### src/rtl/mem_arbiter.sv
// mem_arbiter: shares one single-port data memory (combinational read,
// synchronous write) between the load/store unit (requester 0) and the
// debug/program-loader port (requester 1). Arbitration is round-robin with
// bounded locking. Read data is registered into a one-cycle response pulse
// routed to the requester that issued the read.
module mem_arbiter #(
    parameter int AddressWidth = 10,
    parameter int DataWidth    = 32,
    parameter int MaxLock      = 4
) (
    input  logic                    clk_i,
    input  logic                    rst_ni,

    input  logic                    req0_valid_i,
    output logic                    req0_ready_o,
    input  logic                    req0_we_i,
    input  logic                    req0_lock_i,
    input  logic [AddressWidth-1:0] req0_addr_i,
    input  logic [DataWidth-1:0]    req0_wdata_i,
    output logic                    req0_rvalid_o,
    output logic [DataWidth-1:0]    req0_rdata_o,

    input  logic                    req1_valid_i,
    output logic                    req1_ready_o,
    input  logic                    req1_we_i,
    input  logic                    req1_lock_i,
    input  logic [AddressWidth-1:0] req1_addr_i,
    input  logic [DataWidth-1:0]    req1_wdata_i,
    output logic                    req1_rvalid_o,
    output logic [DataWidth-1:0]    req1_rdata_o,

    output logic                    mem_wr_en_o,
    output logic [AddressWidth-1:0] mem_addr_o,
    output logic [DataWidth-1:0]    mem_wr_data_o,
    input  logic [DataWidth-1:0]    mem_r_data_i
);

    localparam int              CntW   = $clog2(MaxLock + 1);
    localparam logic [CntW-1:0] MaxCnt = CntW'(MaxLock);

    // Lock counter increment that sticks at MaxLock instead of wrapping.
    function automatic logic [CntW-1:0] sat_inc(input logic [CntW-1:0] v);
        if (v >= MaxCnt) begin
            return MaxCnt;
        end
        return v + CntW'(1);
    endfunction

    logic                    last_q,     last_d;
    logic                    owner_q,    owner_d;
    logic                    lock_act_q, lock_act_d;
    logic [CntW-1:0]         lock_cnt_q, lock_cnt_d;
    logic [1:0]              rvalid_q,   rvalid_d;
    logic [DataWidth-1:0]    rdata_q0,   rdata_d0;
    logic [DataWidth-1:0]    rdata_q1,   rdata_d1;

    logic                    gnt_vld;
    logic                    gnt_idx;
    logic                    gnt_we;
    logic                    gnt_lock;
    logic [AddressWidth-1:0] gnt_addr;
    logic [DataWidth-1:0]    gnt_wdata;

    // Grant selection: the lock only matters when both requesters contend;
    // nothing is granted while reset is held.
    always_comb begin
        gnt_vld = 1'b0;
        gnt_idx = 1'b0;
        if (rst_ni) begin
            if (req0_valid_i && req1_valid_i) begin
                gnt_vld = 1'b1;
                if (lock_act_q && (lock_cnt_q < MaxCnt)) begin
                    gnt_idx = owner_q;
                end else begin
                    gnt_idx = ~last_q;
                end
            end else if (req0_valid_i) begin
                gnt_vld = 1'b1;
                gnt_idx = 1'b0;
            end else if (req1_valid_i) begin
                gnt_vld = 1'b1;
                gnt_idx = 1'b1;
            end
        end
    end

    assign gnt_we    = gnt_idx ? req1_we_i    : req0_we_i;
    assign gnt_lock  = gnt_idx ? req1_lock_i  : req0_lock_i;
    assign gnt_addr  = gnt_idx ? req1_addr_i  : req0_addr_i;
    assign gnt_wdata = gnt_idx ? req1_wdata_i : req0_wdata_i;

    assign req0_ready_o  = gnt_vld & ~gnt_idx;
    assign req1_ready_o  = gnt_vld &  gnt_idx;

    // Memory port is driven to zero when idle so it never sees stale traffic.
    assign mem_wr_en_o   = gnt_vld & gnt_we;
    assign mem_addr_o    = gnt_vld ? gnt_addr  : '0;
    assign mem_wr_data_o = gnt_vld ? gnt_wdata : '0;

    assign req0_rvalid_o = rvalid_q[0];
    assign req1_rvalid_o = rvalid_q[1];
    assign req0_rdata_o  = rdata_q0;
    assign req1_rdata_o  = rdata_q1;

    // Next-state: round-robin pointer, lock tracking and read response capture.
    always_comb begin
        last_d     = last_q;
        owner_d    = owner_q;
        lock_act_d = lock_act_q;
        lock_cnt_d = lock_cnt_q;
        rvalid_d   = 2'b00;
        rdata_d0   = rdata_q0;
        rdata_d1   = rdata_q1;
        if (gnt_vld) begin
            last_d = gnt_idx;
            if (gnt_lock) begin
                owner_d    = gnt_idx;
                lock_act_d = 1'b1;
                if (lock_act_q && (owner_q == gnt_idx)) begin
                    lock_cnt_d = sat_inc(lock_cnt_q);
                end else begin
                    lock_cnt_d = CntW'(1);
                end
            end else begin
                lock_act_d = 1'b0;
                lock_cnt_d = '0;
            end
            if (!gnt_we) begin
                rvalid_d[gnt_idx] = 1'b1;
                if (gnt_idx) begin
                    rdata_d1 = mem_r_data_i;
                end else begin
                    rdata_d0 = mem_r_data_i;
                end
            end
        end else begin
            lock_act_d = 1'b0;
            lock_cnt_d = '0;
        end
    end

    // State register; last_q resets to 1 so requester 0 wins the first contention.
    always_ff @(posedge clk_i or negedge rst_ni) begin
        if (!rst_ni) begin
            last_q     <= 1'b1;
            owner_q    <= 1'b0;
            lock_act_q <= 1'b0;
            lock_cnt_q <= '0;
            rvalid_q   <= 2'b00;
            rdata_q0   <= '0;
            rdata_q1   <= '0;
        end else begin
            last_q     <= last_d;
            owner_q    <= owner_d;
            lock_act_q <= lock_act_d;
            lock_cnt_q <= lock_cnt_d;
            rvalid_q   <= rvalid_d;
            rdata_q0   <= rdata_d0;
            rdata_q1   <= rdata_d1;
        end
    end

endmodule

### config.mk
export PLATFORM = sky130hd
export DESIGN_NAME = mem_arbiter
export DESIGN_NICKNAME = d
export VERILOG_FILES = /design/src/rtl/mem_arbiter.sv
export SDC_FILE = /design/constraint.sdc
export NUM_CORES = 1
export LEC_CHECK = 0
export ABC_CLOCK_PERIOD_IN_PS = 2700
export BUFFER_PORTS_ARGS = -buffer_cell sky130_fd_sc_hd__buf_2
export CORE_UTILIZATION = 35
export CTS_BUF_LIST = sky130_fd_sc_hd__clkbuf_4
export DETAILED_ROUTE_END_ITERATION = 8
export GPL_TIMING_DRIVEN = 0
export PLACE_DENSITY = 0.72
export REMOVE_ABC_BUFFERS = 1
export SLEW_MARGIN = 25
export SYNTH_ARGS = -nofsm -noshare
export SYNTH_HDL_FRONTEND = slang
export SYNTH_SLANG_ARGS = --single-unit
### constraint.sdc
create_clock -name clk_i -period 2.7 [get_ports clk_i]
set_clock_uncertainty 0.05 [all_clocks]
set_input_delay 0.54 -clock clk_i [delete_from_list [all_inputs] [get_ports clk_i]]
set_output_delay 0.54 -clock clk_i [all_outputs]
set_load 0.05 [all_outputs]
==> summary.md <==
| Metric | Value |
|---|---|
| Status | complete, but fails checks |
| Violations in the final reports | setup timing |
| Seq pwr share | 34.3% |
| Number of antenna violations at the first check in global routing | 0 |
| Synth Warn # | 0 |
| Final max-slew violation count | 0 |
| Min-delay worst type | input pin to async pin |
| Worst setup slack before clock tree synthesis | -0.881 ns |
| Maximum level of the CTS H-tree | 3 |
| Crit path max fanout | 7 |
| Time the worst path needs with I/O delays and setup | 2.78 ns |
| End of the worst register-to-register path | req0_rdata_o[1] |
| Vias per Instance | 4.85 |
| Standard-cell row count | 35 |
| Worst Setup Path Type | register to output pin |
| CTS tree | yes |
| Relative max-transition margin | 42.8% |
| Final instance area | 0.00555 sq mm |
| Number of antenna-violating nets in the routed design | 0 |
| Worst Path Arrival | 2.19 ns |
| Critical Path End Type | output pin |
| DR vias | 3356 |
| Fraction of final layout cells with drive strength greater than 1 | 58.8% |
| Core region area | 0.00937 sq mm |
| Ratio of final minimum period to clock period | 103% |
| Count of state elements after synthesis | 72 |
| Clock buffer count from CTS | 9 |
| Routed wire per std cell | 15.5 um |
| Starting density of the core | 36.6% |
| First-pass GRT wire length | 15.5 mm |
| Setup slack on the worst flop-to-flop path | 0.22 ns |
| Die Width | 101 um |
| Syn Std Cell Area | 0.00343 sq mm |
| Biggest area contributors in the synthesized netlist | sky130_fd_sc_hd__dfrtp_1 52%, sky130_fd_sc_hd__mux2_2 11%, sky130_fd_sc_hd__mux2_1 9.5%, sky130_fd_sc_hd__nand2_1 7.8%, sky130_fd_sc_hd__o21ai_0 5.1% |
| Startpoint of the most critical setup path | lock_act_q |
| Total routing usage reported by global routing | 19.9% |
| Power Internal | 0.00218 W |
| Number of nets in the finished design | 684 |
| Logic depth of the worst register-to-register path | 7 |
| Number of library cell types mapped by synthesis | 30 |
| Max Clk Rate | 360 MHz |
| Mean Syn Cell Area | 11.1 sq um |
| RSZ-0062 raised after global routing | yes |
| Total congestion overflow | 0 |
| Clock Path Buffers | 2 |
| Endpoints failing setup | 12 |
| Die H | 101 um |
| Final count of hold timing violations | 0 |
| Pin count of the biggest net entering global routing | 35 |
| Core occupancy in the finished layout | 59.2% |
| Antenna Diode Count | 0 |
| Area growth from synthesis to final layout | 61.7% |
| Buffer cell driving the clock tree root | sky130_fd_sc_hd__clkbuf_4 |
| Sequential element share of the synthesized area | 52.6% |
| Clock slew at the register clock pins of the worst setup and hold paths | 0.14 ns |
| Launching element type of the critical path | register |
| Cell count after synthesis | 308 |
| Final non-filler cell total | 692 |
| Proportion of netlist area held by the largest area contributor | 51.8% |
| Standard cell area after detailed placement | 0.00475 sq mm |
| Async set-reset flop share out of synthesis | 100% |
| Peak supply drop | 0.000537 V |
| First DRT Iteration DRCs | 118 |
| Number of global-route vias before repair | 3243 |
| Number of enable-type register cells in the synthesized netlist | 0 |
| Max-cap violation count | 0 |
| I/O Buffers | 234 |
| Comb pwr share | 50.1% |
| Most common library cells after synthesis | 71 x sky130_fd_sc_hd__dfrtp_1, 71 x sky130_fd_sc_hd__nand2_1, 35 x sky130_fd_sc_hd__mux2_2, 35 x sky130_fd_sc_hd__o21ai_0, 29 x sky130_fd_sc_hd__mux2_1 |
| Leading register cell type out of synthesis | sky130_fd_sc_hd__dfrtp_1 |
| Part of the power in the clock network | 15.6% |
| Final HPWL from detailed placement | 7.45 mm |
| Worst setup slack after layout | -0.0772 ns |
| Routability congestion estimate | 0.878 |
| Power per cell area | 772 mW/mm^2 |
| Top-Level Pins | 235 |
| Number of placed cells counting well taps | 654 |
| Clock Sink Count | 72 |
| Die area | 0.0102 sq mm |
| Cell taking the most area after synthesis | sky130_fd_sc_hd__dfrtp_1 |
| WP data required | 2.11 ns |
| Detailed-router iteration count before antenna repair | 5 |
| Switching share of total power | 49.0% |
| Switching power | 0.00210 W |
| Reg-to-reg startpoint | owner_q |
| Worst slew pin tran | 0.856 ns |
| DRC errors left | 0 |
| Leakage power | 2.74 nW |
| Insertion delay of the later-clocked pin in the worst-skew pair | 0.41 ns |
| Total routed wirelength | 10.7 mm |
[power by group through the flow]
stage                     sequential (W)  combinational (W)  clock [W]
after global routing             0.00151            0.00223   0.000733
after detailed placement         0.00149            0.00198          0
final                            0.00147            0.00214   0.000669
after floorplan                  0.00238           0.000531          0
after global placement           0.00147            0.00194          0
after CTS                        0.00147            0.00205   0.000693
[routing by layer]
metal	GRT usage (%)	routed length [um]	up-vias
li1	-	-	1582
met1	23.1	4240	1627
met2	36.6	5680	125
met3	4.72	625	22
met4	5.46	176	0
met5	0	0	-
[cell type report]
cell class                 count  area, sq um
clock buffer                   9         67.6
fill                         804         3830
inverter                       4         15.0
tap                          129          161
timing repair buffer         262         1850
sequential                    72         1810
clock inverter                 7         73.8
multi-input combinational    209         1580
[how the worst max path moves through the flow]
stage               cells past startpoint                end  slack (ns)
floorplan                               3      mem_addr_o[0]       -1.69
global placement                        5    req1_rdata_o[1]       -3.40
detailed placement                      8   mem_wr_data_o[4]       -0.88
CTS                                     7      mem_addr_o[7]       -0.07
global route                            7  mem_wr_data_o[23]       -0.15
finish                                  7  mem_wr_data_o[23]       -0.08
[flip-flops by register name, summed over array words and instances (netlist names)]
register / flops
last_q: 1
lock_act_q: 1
lock_cnt_q: 3
owner_q: 1
req0_rdata_o: 32
req1_rdata_o: 32
rvalid_q: 2
[cells in the final DEF, fill, tap and decap left out, types with 4 or more instances in the layout]
cell	instances
sky130_fd_sc_hd__buf_4	15
sky130_fd_sc_hd__inv_1	4
sky130_fd_sc_hd__buf_2	190
sky130_fd_sc_hd__dlygate4sd3_1	4
sky130_fd_sc_hd__nand2_1	69
sky130_fd_sc_hd__buf_12	6
sky130_fd_sc_hd__dfrtp_1	69
sky130_fd_sc_hd__o21ai_2	7
sky130_fd_sc_hd__o21ai_0	8
sky130_fd_sc_hd__buf_6	36
sky130_fd_sc_hd__mux2_2	35
sky130_fd_sc_hd__a22o_1	10
sky130_fd_sc_hd__clkbuf_4	13
sky130_fd_sc_hd__mux2_1	29
sky130_fd_sc_hd__o21ai_1	18
[logic make-up after synthesis]
kind of cell	count (synthesis)	synth area share, %
and+or+nand+nor	85	10.4
DFF	72	52.6
adders and majority gates	2	0.730
buffers and inverters	27	4.05
muxes	64	21.0
AOI/OAI and AO/OA	58	11.2
[per-stage QoR]
stage	total power (W)	hold slack [ns]	setup TNS, ns
floorplan	0.00291	0.194	-158.73
global placement	0.00341	0.414	-329.35
detailed placement	0.00347	0.419	-72.09
CTS	0.00421	0.0993	-1.05
global route	0.00447	0.0970	-3.03
finish	0.00428	0.125	-0.442
[critical path: stages (launching register included)]
cell and delay, ns:
sky130_fd_sc_hd__dfrtp_2 0.47, sky130_fd_sc_hd__and4bb_2 0.27, sky130_fd_sc_hd__a311oi_4 0.29, sky130_fd_sc_hd__buf_6 0.18, sky130_fd_sc_hd__buf_6 0.13, sky130_fd_sc_hd__buf_4 0.11, sky130_fd_sc_hd__a22o_1 0.15, sky130_fd_sc_hd__buf_6 0.17
[what timing repair did]
action	CTS	global route
resized for setup	42	111
setup buffers	6	7
hold buffers	4	0
endpoints found under the hold margin	35	0
endpoints found under the setup margin	102	42
gates cloned	2	3
pin swaps	2	6
(Power assumes the default switching activity.)
